`config.mk`:
```
export PLATFORM = sky130hd
export DESIGN_NAME = branch_resolve_queue
export DESIGN_NICKNAME = d
export VERILOG_FILES = /design/src/rtl/branch_resolve_queue.sv
export SDC_FILE = /design/constraint.sdc
export NUM_CORES = 1
export LEC_CHECK = 0
export ABC_AREA = 1
export CAP_MARGIN = 25
export CORE_AREA = 2 2 165 127
export DETAILED_ROUTE_END_ITERATION = 16
export DIE_AREA = 0 0 167 129
export PLACE_DENSITY_LB_ADDON = 0.2
export SLEW_MARGIN = 5
export SYNTH_ARGS = -nofsm -noshare
export SYNTH_HDL_FRONTEND = slang
export SYNTH_SLANG_ARGS = --single-unit
```
`constraint.sdc`:
```
create_clock -name CLK -period 3.3 [get_ports CLK]
set_input_delay 0.825 -clock CLK [delete_from_list [all_inputs] [get_ports CLK]]
set_output_delay 0.825 -clock CLK [all_outputs]
set_load 0.01 [all_outputs]
```
`src/rtl/branch_resolve_queue.sv`:
```
// -----------------------------------------------------------------------------
// branch_resolve_queue
//
// Tracks in-flight predicted branches between fetch and resolution. Each
// pushed prediction {pred, hist} waits in a circular buffer until the oldest
// one is resolved. On resolution the predictor table is trained one cycle
// later. A wrong prediction also flushes every younger entry and produces the
// corrected global history.
//
// Parameters
//   DEPTH   in-flight prediction slots (power of two, 2..64)
//   HIST_W  global history width (>= 2)
//   CNT_W   statistics counter width
//
// Ports
//   CLK               single clock, rising edge
//   RESET             asynchronous, active-low reset
//   Push              fetch issued a predicted branch this cycle
//   Push_Pred         predicted direction (1 = taken)
//   Push_Hist         history used to index the prediction
//   Resolve           oldest in-flight branch resolved this cycle
//   Resolve_Taken     actual direction
//   Update            table write strobe, one-cycle pulse
//   Update_Index      table index to train (popped history)
//   Update_Taken      direction to train
//   Mispredict        flush request, one-cycle pulse
//   Recover_History   corrected history {Resolve_Taken, hist[HIST_W-1:1]}
//   Full / Empty      occupancy == DEPTH / occupancy == 0
//   Count             occupancy
//   Overflow          sticky: push attempted while full
//   Underflow         sticky: resolve attempted while empty
//   Branch_Count      resolved branches (saturating)
//   Mispredict_Count  mispredicted branches (saturating)
// -----------------------------------------------------------------------------
module branch_resolve_queue #(
   parameter int unsigned DEPTH  = 8,
   parameter int unsigned HIST_W = 12,
   parameter int unsigned CNT_W  = 32
) (
   input  logic                       CLK,
   input  logic                       RESET,
   input  logic                       Push,
   input  logic                       Push_Pred,
   input  logic [HIST_W-1:0]          Push_Hist,
   input  logic                       Resolve,
   input  logic                       Resolve_Taken,
   output logic                       Update,
   output logic [HIST_W-1:0]          Update_Index,
   output logic                       Update_Taken,
   output logic                       Mispredict,
   output logic [HIST_W-1:0]          Recover_History,
   output logic                       Full,
   output logic                       Empty,
   output logic [$clog2(DEPTH):0]     Count,
   output logic                       Overflow,
   output logic                       Underflow,
   output logic [CNT_W-1:0]           Branch_Count,
   output logic [CNT_W-1:0]           Mispredict_Count
);

   localparam int unsigned PTR_W = $clog2(DEPTH);
   localparam int unsigned CW    = PTR_W + 1;
   localparam logic [CW-1:0] FULL_CNT = CW'(DEPTH);

   // Entry layout: {pred, hist}
   logic [HIST_W:0]    entry_mem [DEPTH];
   logic [PTR_W-1:0]   wr_ptr;
   logic [PTR_W-1:0]   rd_ptr;
   logic [CW-1:0]      occ;

   logic               is_full;
   logic               is_empty;
   logic               resolve_ok;
   logic               push_ok;
   logic               push_acc;
   logic               mispred_now;
   logic [HIST_W:0]    head_entry;
   logic               head_pred;
   logic [HIST_W-1:0]  head_hist;

   // ---------------------------------------------------------------------
   // Status derived only from registered occupancy
   // ---------------------------------------------------------------------
   always_comb begin
      is_full  = (occ == FULL_CNT);
      is_empty = (occ == '0);
   end

   assign Full  = is_full;
   assign Empty = is_empty;
   assign Count = occ;

   // ---------------------------------------------------------------------
   // Acceptance decisions
   // ---------------------------------------------------------------------
   always_comb begin
      head_entry  = entry_mem[rd_ptr];
      head_pred   = head_entry[HIST_W];
      head_hist   = head_entry[HIST_W-1:0];
      resolve_ok  = Resolve && !is_empty;
      mispred_now = resolve_ok && (head_pred != Resolve_Taken);
      // A full queue still takes a push when the head leaves this cycle.
      push_ok     = Push && (!is_full || resolve_ok);
      // A flush discards everything younger, including a same-cycle push.
      push_acc    = push_ok && !mispred_now;
   end

   // ---------------------------------------------------------------------
   // Entry storage (contents need no reset: only read when occupied)
   // ---------------------------------------------------------------------
   always_ff @(posedge CLK) begin
      if (push_acc) begin
         entry_mem[wr_ptr] <= {Push_Pred, Push_Hist};
      end
   end

   // ---------------------------------------------------------------------
   // Pointers and occupancy
   // ---------------------------------------------------------------------
   always_ff @(posedge CLK or negedge RESET) begin
      if (!RESET) begin
         wr_ptr <= '0;
         rd_ptr <= '0;
         occ    <= '0;
      end else if (mispred_now) begin
         // Flush: read pointer jumps to the write pointer, queue becomes empty.
         rd_ptr <= wr_ptr;
         occ    <= '0;
      end else begin
         if (push_acc) begin
            wr_ptr <= wr_ptr + 1'b1;
         end
         if (resolve_ok) begin
            rd_ptr <= rd_ptr + 1'b1;
         end
         case ({push_acc, resolve_ok})
            2'b10:   occ <= occ + 1'b1;
            2'b01:   occ <= occ - 1'b1;
            default: occ <= occ;
         endcase
      end
   end

   // ---------------------------------------------------------------------
   // Sticky error flags
   // ---------------------------------------------------------------------
   always_ff @(posedge CLK or negedge RESET) begin
      if (!RESET) begin
         Overflow  <= 1'b0;
         Underflow <= 1'b0;
      end else begin
         if (Push && is_full && !resolve_ok) begin
            Overflow <= 1'b1;
         end
         if (Resolve && is_empty) begin
            Underflow <= 1'b1;
         end
      end
   end

   // ---------------------------------------------------------------------
   // Training / recovery stage (single registered stage)
   // ---------------------------------------------------------------------
   always_ff @(posedge CLK or negedge RESET) begin
      if (!RESET) begin
         Update          <= 1'b0;
         Mispredict      <= 1'b0;
         Update_Index    <= '0;
         Update_Taken    <= 1'b0;
         Recover_History <= '0;
      end else begin
         Update     <= resolve_ok;
         Mispredict <= mispred_now;
         if (resolve_ok) begin
            Update_Index    <= head_hist;
            Update_Taken    <= Resolve_Taken;
            Recover_History <= {Resolve_Taken, head_hist[HIST_W-1:1]};
         end
      end
   end

   // ---------------------------------------------------------------------
   // Saturating statistics
   // ---------------------------------------------------------------------
   always_ff @(posedge CLK or negedge RESET) begin
      if (!RESET) begin
         Branch_Count     <= '0;
         Mispredict_Count <= '0;
      end else begin
         if (resolve_ok && (Branch_Count != '1)) begin
            Branch_Count <= Branch_Count + 1'b1;
         end
         if (mispred_now && (Mispredict_Count != '1)) begin
            Mispredict_Count <= Mispredict_Count + 1'b1;
         end
      end
   end

   // ---------------------------------------------------------------------
   // Structural invariants
   // ---------------------------------------------------------------------
   a_occ_bound : assert property (@(posedge CLK) disable iff (!RESET)
      occ <= FULL_CNT);
   a_mispred_with_update : assert property (@(posedge CLK) disable iff (!RESET)
      Mispredict |-> Update);

endmodule

```
# ---- Word level (Yosys, flattened, before mapping)
# Memories as Yosys holds them, arrays and structs flattened.
# Index checks and enable logic that the tools add are counted.
dict set report totals {
  ff_bits 103
  ramBits 104
  in_bits 18
  output_inout_bits 99
  word_cells 50
  memories 1
}
# memory depth word_bits rd rd_ports_with_merged_regs wr line_no
set memory_table {}
lappend memory_table {entry_mem 8 13 1 0 1 66} ;# logic [HIST_W:0] entry_mem [DEPTH];
dict set report op_classes {
  addsub 6
  eq_ne 6
  n_mux 6
  n_bitwise 1
  n_reduce_logical 18
}
# cell count
set op_table {}
lappend op_table {{$add 32x1->32 const B} 2}
lappend op_table {{$ne 32x32->1 const B} 2}
lappend op_table {{$logic_and 1x1->1} 9}
lappend op_table {{$pmux 4 s2} 1}
lappend op_table {{$add 3x1->3 const B} 2}
lappend op_table {{$mux 3} 2}
lappend op_table {{$add 4x1->4 const B} 1}
lappend op_table {{$eq 4x4->1 const B} 1}
lappend op_table {{$logic_not 1->1} 4}
lappend op_table {{$logic_not 4->1} 1}
lappend op_table {{$mux 4} 1}
lappend op_table {{$sub 4x1->4 const B} 1}
lappend op_table {{$reduce_bool 3->1} 1}
lappend op_table {{$eq 2x1->1 const B} 1}
lappend op_table {{$eq 2x2->1 const B} 1}
lappend op_table {{$mux 1} 2}
lappend op_table {{$reduce_and 2->1} 1}
lappend op_table {{$reduce_bool 2->1} 1}
lappend op_table {{$logic_or 1x1->1} 1}
lappend op_table {{$ne 1x1->1} 1}
lappend op_table {{$not 1->1} 1}

# ---- Logic depth before layout (Yosys ltp)
# Gate-level depths: netlist of run 1.
dict set report depth {
  word_depth 9
  mapped_depth 17
  depth_no_buf 16
}

# ---- Worst setup path after synthesis of run 1
# OpenSTA, ideal clock, no wires.
dict set report synth_timing {
  kind {input-to-reg}
  startpoint {input port Resolve}
  endpoint {memory entry_mem[4][0] (netlist name), enable pin}
  setup_ps 382
  arrival_time_ps 2165
  required_time_ps 2918
  path_slack_ps 752
  cell_stages 9
  n_path_buf 0
  cell_sequence {inv_1 -> nor2_4 -> inv_2 -> nor2_8 -> inv_1 -> nand2_1 -> inv_1 -> nand2_1 -> nor2_1}
}
dict set report synth_via {
  elab_chain_len 6
  word_cells_on_any_way 8
  classes_between {mux (2); reduce/logical (6)}
}
# item line_no
set synth_rtl {}
lappend synth_rtl {{start, declared} 45} ;# input logic Resolve,
lappend synth_rtl {{$logic_and 1x1->1} 100} ;# resolve_ok = Resolve && !is_empty;
lappend synth_rtl {{$logic_and 1x1->1} 101} ;# mispred_now = resolve_ok && (head_pred != Resolve_Taken);
lappend synth_rtl {{named net mispred_now} 76} ;# logic mispred_now;
lappend synth_rtl {{$logic_not 1->1} 105} ;# push_acc = push_ok && !mispred_now;
lappend synth_rtl {{$logic_and 1x1->1} 105}
lappend synth_rtl {{$mux 1} 112} ;# if (push_acc) begin
lappend synth_rtl {{$mux 1 (implied by the code)} 113} ;# entry_mem[wr_ptr] <= {Push_Pred, Push_Hist};
lappend synth_rtl {{end, declared} 66}
# The timed path passes the listed nets, and every way through them passes these cells.

# ---- Worst setup path after layout of run 1
dict set report layout_timing {
  startpoint {register occ[1] (netlist: Count[1])}
  endpoint {output port Full}
}
dict set report layout_via {
  elab_chain_len 1
}
# item line_no
set layout_rtl {}
lappend layout_rtl {{start, declared} 69} ;# logic [CW-1:0] occ;
lappend layout_rtl {{start signal, assigned} 137} ;# 2'b10: occ <= occ + 1'b1;
lappend layout_rtl {{start signal, assigned} 138} ;# 2'b01: occ <= occ - 1'b1;
lappend layout_rtl {{$eq 4x4->1} 85} ;# is_full = (occ == FULL_CNT);
lappend layout_rtl {{end, declared} 52} ;# output logic Full,
# No other way between the ends.

==> results of run 1 <==
[placed cells by master (no fill, tap or decap), drive strengths merged, types with 14 or more instances in the layout]
cell type	synthesis	final
nand3	34	34
xor2	48	48
nand2	154	154
dfrtp	91	91
inv	78	80
nor3	23	23
edfxtp	104	104
nand4	14	14
clkdlybuf4s50	0	115
xnor2	15	15
o21ai	63	63
clkbuf	18	21
buf	18	29
nor2	114	114
[state kept, by name, indices dropped and copies added (netlist names), 3 cells and up]
| register | cells |
|---|---|
| Branch_Count | 32 |
| Count | 4 |
| Mispredict_Count | 32 |
| Update_Index | 11 |
| entry_mem | 104 |
| rd_ptr | 3 |
| wr_ptr | 3 |
[routing by layer]
layer | part of all wire, % | vias to the layer above | global-route usage, %
met5 | 0 | - | 0
met4 | 1.3 | 0 | 6.29
met3 | 6.1 | 19 | 3.48
met2 | 41 | 192 | 28.0
met1 | 51 | 3077 | 30.7
li1 | - | 3096 | -
[kinds of logic after synthesis]
family | share of synthesized area [%]
flip-flops | 61.3
buffers and inverters | 5.57
XOR/XNOR | 6.27
adder cells (fa/ha/maj) | 0.853
AND/OR/NAND/NOR | 18.7
AO/OA/AOI/OAI | 7.25
[path summary, 6_finish.rpt]
kind / to / slack [ns] / cells past startpoint
worst max register to register: entry_mem[4][5] / 0.62 / 12
worst min register to register: Overflow / 0.47 / 1
max in group asynchronous: Mispredict_Count[24] / 2.29 / 2
min in group CLK: Overflow / 0.47 / 1
worst max-delay path: Full / 0.62 / 2
worst min-delay path: Update_Index[8] / 0.33 / 1
[stage by stage]
stage          power, mW  hold slack (ns)  cells  instance area [µm²]
2_1_floorplan       4.95            0.497    840                 8800
3_3_place_gp        6.07            0.461   1202                10300
3_5_place_dp        6.14            0.460   1205                10300
4_1_cts             8.52            0.332   1237                11000
5_1_grt             8.96            0.355   1238                11000
6_report            8.47            0.328   1238                11000
[final cells by class]
cell class                 count  area [µm²]  share of cell area (%)
sequential                   195        5400                    49.0
multi-input combinational    531        2910                    26.5
timing repair buffer         144        1390                    12.6
clock buffer                  21         503                    4.57
tap                          258         323                    2.93
inverter                      78         295                    2.68
clock inverter                11         190                    1.73
[power by group through the flow]
stage | combinational (mW) | clock, mW | sequential [mW]
global route | 3.08 | 2.52 | 3.36
floorplan | 1.58 | 0 | 3.37
finish | 2.78 | 2.39 | 3.30
detailed placement | 2.79 | 0 | 3.35
CTS | 2.79 | 2.42 | 3.30
global placement | 2.73 | 0 | 3.35
[cells in the mapped netlist]
| master | number |
|---|---|
| a21oi_1 | 1 |
| a21oi_2 | 2 |
| a31o_2 | 1 |
| buf_1 | 1 |
| buf_2 | 3 |
| buf_4 | 13 |
| buf_6 | 1 |
| clkbuf_1 | 18 |
| dfrtp_1 | 91 |
| edfxtp_1 | 104 |
| ha_1 | 6 |
| inv_1 | 71 |
| inv_2 | 6 |
| inv_4 | 1 |
| nand2_1 | 149 |
| nand2_2 | 2 |
| nand2_4 | 3 |
| nand3_1 | 32 |
| nand3_2 | 2 |
| nand3b_1 | 3 |
| nand4_1 | 14 |
| nor2_1 | 107 |
| nor2_2 | 2 |
| nor2_4 | 3 |
| nor2_8 | 2 |
| nor3_1 | 18 |
| nor3_2 | 5 |
| nor3b_2 | 2 |
| nor4_1 | 8 |
| nor4_2 | 4 |
| o211ai_1 | 13 |
| o21ai_0 | 61 |
| o21ai_1 | 2 |
| o21bai_1 | 1 |
| o221ai_1 | 12 |
| o22ai_1 | 13 |
| xnor2_1 | 15 |
| xor2_1 | 48 |
==> metrics.txt, run 1 <==
status=finished clean; Peak VDD IR=0.455 mV; Buf+Inv Stages, Crit Path=1; clk buf depth=2; Buffers on Ports=116; row count=45; area leader, netlist=edfxtp_1; grt ovf=0; synthesized area per cell=10.5 µm²; aggregate global-route resource usage=19.7%; DRC viols=0; worst r2r src=rd_ptr[1]; first-pass GRT wire length=33100 µm; number of distinct library cells after synthesis=38; final net count=991; Setup Crit Path Kind=reg2out; core area=19900 µm²; P_int=5.64 mW; Post-DRT Antenna Nets=0; Area Growth Syn to Fin=25.1%; Max Cap Viol=0; sw frac=33.4%; CP startpoint kind=flip-flop; num ports=117; CP Capture Type=output pin; CP max stage cell=clkdlybuf4s50_1; vias=6384; Clock transition at path regs=0.07 ns; post-synthesis sequential area ratio=61.3%; DRC violation total after the first TritonRoute iteration=582; synth top area cells=edfxtp_1 35%, dfrtp_1 26%, nand2_1 6.4%; fmax=0.372 GHz; CP arrival=1.86 ns; final WL=20400 µm; Switch Pwr=2.83 mW; Vert. Die Dim=129 µm; final setup vio count=0; clock tree from TritonCTS=done; Crit path max-delay family=buffers and inverters; die area=21500 µm²; worst skew pair latency=0.43 ns; crit-path cells=nor4_2 > clkdlybuf4s50_1; Antenna diodes=0; number of global-route vias before repair=6076; initial antenna violation count=0; Fillers=1712; Rel. slew slack=59.2%; cell leakage power=4.49 nW; DR pass1 iterations=5; H-tree levels=4; Sink Count=195; Max FO, Critical Path=6; mapped cell area=8800 µm²; largest net degree at the start of global routing=61; Final Max Slew Viols=0; Die W=167 µm; post-CTS setup buffer count=0; final period utilization=81.4%; unrepaired setup endpoints after global routing=false; clock network power share=28.2%; effective utilization at floorplan=44.3%; clk_skew=0.0152 ns; CTS resizes=0; hold_buf cts=0; slowest cell delay on critical path=0.60 ns; PD cells=769 nW/µm²; Gate Count Post-Synth=840; HPWL after DPL=14200 µm; Synth Register Bits=195; TNS Setup=0 ns; layout cells sized above 1=9.69%; final hold violation count=0; top cell type's share of synthesized area=35.5%; GPL Wtd Cong=0.811; hold crit path type=in2async; Avg WL per Cell=16.5 µm; worst path required time=2.47 ns; Vias/cell=5.16; Tmin final=2.68 ns; number of buffers created by CTS=17; Comb power frac=32.9%; worst-margin pin slew=0.609 ns; CP startpoint=Count[1]; post-synth net total=864; pre-CTS setup slack=0.0840 ns; clk root buf=clkbuf_16; synth warn=0; Seq pwr share=38.9%; worst setup margin=0.615 ns; final core utilization=55.4%
Power figures use the tool's default switching activity.
==> run 2: changes to the inputs <==
clock period = 2.5 ns   (was 3.3 ns; I/O delays follow)
==> run 2 against run 1 <==
  * Non-clock buffer count is 17 higher
  * Register-to-register slack lost 0.36 ns
  * Critical endpoint is now Empty
  * Die area unchanged
  * Utilization rose by 0.45 points
  * Global-route usage down 0.24 points
  * Cell count up 1.4%
  * Worst setup slack got worse by 0.52 ns
  * Clock skew fell by 0.0038 ns
  * Sequential share of layout area down 0.38 points
  * Count of clock-buffer cells in the layout shrank 1
  * Worst hold slack got worse by 0.18 ns
  * Largest power group unchanged
  * Flip-flop and latch count stayed put
==> metrics.txt, run 2 (same netlist as run 1, synthesis figures left out) <==
status=finished clean; worst-margin pin slew=0.503 ns (-0.106 ns); Design Area, Final=11100 µm² (+0.81%); final setup vio count=0 (unchanged); Rel. slew slack=66.5% (+7.2 points); r2r setup slk=0.26 ns (-0.36 ns); PD cells=973 nW/µm² (+27%); Fillers=1721 (+0.53%); layout cells sized above 1=11.5% (+1.8 points); worst path required time=1.88 ns (-0.59 ns); worst skew pair latency=0.44 ns (about the same); Buffers on Ports=116 (unchanged); H-tree levels=4 (unchanged); effective utilization at floorplan=44.3% (unchanged); Vias/cell=5.07 (-1.7%); hold crit path type=in2async; cell leakage power=4.54 nW (+1.1%); most frequent cells in the layout=149 x nand2_1, 114 x clkdlybuf4s50_1, 106 x nor2_1; number of buffers created by CTS=17 (unchanged); Post-DRT Antenna Nets=0 (unchanged); first-pass GRT wire length=32500 µm (-1.7%); CP Capture Point=Empty; hold_buf cts=0 (unchanged); Setup Crit Path Kind=reg2out; worst r2r src=rd_ptr[0]; Final Max Slew Viols=0 (unchanged); most flop-heavy register=entry_mem; row count=45 (unchanged); Sink Count=195 (unchanged); final net count=1008 (+1.7%); CP startpoint kind=flip-flop; DRC violation total after the first TritonRoute iteration=544 (-6.5%); unrepaired setup endpoints after global routing=false; CP Depth=4 (+2); num ports=117 (unchanged); final WL=20100 µm (-1.5%); CP startpoint=Count[1]; R2R Path End=entry_mem[1][1]; clk buf depth=2 (unchanged); Buf+Inv Stages, Crit Path=2 (+1); worst reg-to-reg path cell count=14 (+2); core area=19900 µm² (unchanged); clk_skew=0.0114 ns (-0.00378 ns); Die W=167 µm (unchanged); Max Cap Viol=0 (unchanged); largest net degree at the start of global routing=38 (-38%); aggregate global-route resource usage=19.5% (-0.24 points); clk root buf=clkbuf_16; DRC viols=0 (unchanged); CP arrival=1.78 ns (-0.08 ns); CP Capture Type=output pin; Avg WL per Cell=16.0 µm (-2.8%); HPWL after DPL=14000 µm (-1.5%); die area=21500 µm² (unchanged); slowest cell delay on critical path=0.54 ns (-0.06 ns); GPL Wtd Cong=0.898 (+11%); area of the multi-input gates=2940 µm² (+0.73%); crit-path cells=nor2_1 > nand3_1 > inv_2 > clkdlybuf4s50_1; Max FO, Critical Path=6 (unchanged); area post-placement=10500 µm² (+1.7%); Total Power=10.8 mW (+28%); worst setup margin=0.0970 ns (-0.518 ns); pre-CTS setup slack=-0.156 ns (-0.240 ns); most common cell after layout, fill and taps aside=nand2_1; final hold violation count=0 (unchanged); final period utilization=96.1%; Crit path max-delay family=buffers and inverters; largest registers=entry_mem x104, Branch_Count x32, Mispredict_Count x32; Antenna diodes=0 (unchanged); Vert. Die Dim=129 µm (unchanged); initial antenna violation count=0 (unchanged); grt ovf=0 (unchanged); fmax=0.416 GHz; CP max stage cell=clkdlybuf4s50_1; number of global-route vias before repair=6058 (-0.30%); Tmin final=2.40 ns; DR pass1 iterations=5 (unchanged); register area=5400 µm² (about the same); Area Growth Syn to Fin=26.1%; clock tree from TritonCTS=done; Largest register FFs=104 (unchanged); Peak VDD IR=0.550 mV (+21%); vias=6359 (-0.39%); Clock transition at path regs=0.07 ns (about the same)
[run 2: cell types whose count changed in the layout (fill, tap and decap cells not counted), sizes merged, moves of 3 or more]
cell / previous run / this run
buf: 29 / 46
inv: 80 / 83
bufinv: 5 / 1
clkinvlp: 0 / 3
[run 2: metal layers]
layer  vias to the layer above  part of all wire (%)  track usage, %
met2                       217                    43            28.5
met3                        19                   6.5            3.57
met1                      2992                    49            29.5
met4                         0                   1.1            6.03
met5                         -                     0               0
li1                       3131                     -               -
[run 2: cell type report]
class / count / share of cell area [%]
flip-flops and latches: 195 / 48.6
multi-input cells: 531 / 26.4
clock inverters: 12 / 1.08
repair buffers: 161 / 14.1
well taps: 258 / 2.91
inverters: 78 / 2.66
clock buffers: 20 / 4.20
[run 2: per-stage QoR]
step	hold slack, ns	util, %	TNS, ns	std cells
detailed placement	0.463	52.8	-1.82	1223
CTS	0.161	55.8	0	1255
global placement	0.456	52.8	-0.983	1223
finish	0.151	55.9	0	1255
floorplan	0.329	-	0	840
global route	0.172	55.9	0	1255
[run 2: worst min-delay path by stage]
stage / endpoint / cells past startpoint / slack, ns
final: Update_Index[9] / 1 / 0.15
after detailed placement: Overflow / 1 / 0.46
after global placement: Overflow / 1 / 0.46
after global routing: Update_Index[4] / 1 / 0.17
after CTS: Update_Index[4] / 1 / 0.16
after floorplan: Branch_Count[0] / 0 / 0.33
[run 2: power by group]
group          switching [mW]  internal, mW
Combinational            2.11          1.62
Clock                    1.24          1.47
Sequential              0.398          3.96
Total                    3.75          7.05
[run 2: repair_timing]
| action | 4_1_cts | 5_1_grt |
|---|---|---|
| setup endpoints to repair | 1 | 17 |
| hold endpoints to repair | 0 | 0 |
| gates resized for setup | 1 | 5 |
| setup buffers | 0 | 0 |
| gates cloned | 0 | 0 |
[run 2: worst reg2reg max path: stages (launching register included)]
cell	delay [ns]
dfrtp_1	0.48
inv_4	0.12
nand2_1	0.05
nand3_1	0.09
nand3_2	0.10
nand2_1	0.11
nand2_2	0.07
nand2_4	0.12
nor2_8	0.04
inv_1	0.07
nand2_1	0.07
inv_1	0.09
nand2_1	0.14
nor2_1	0.21
buf_12	0.19
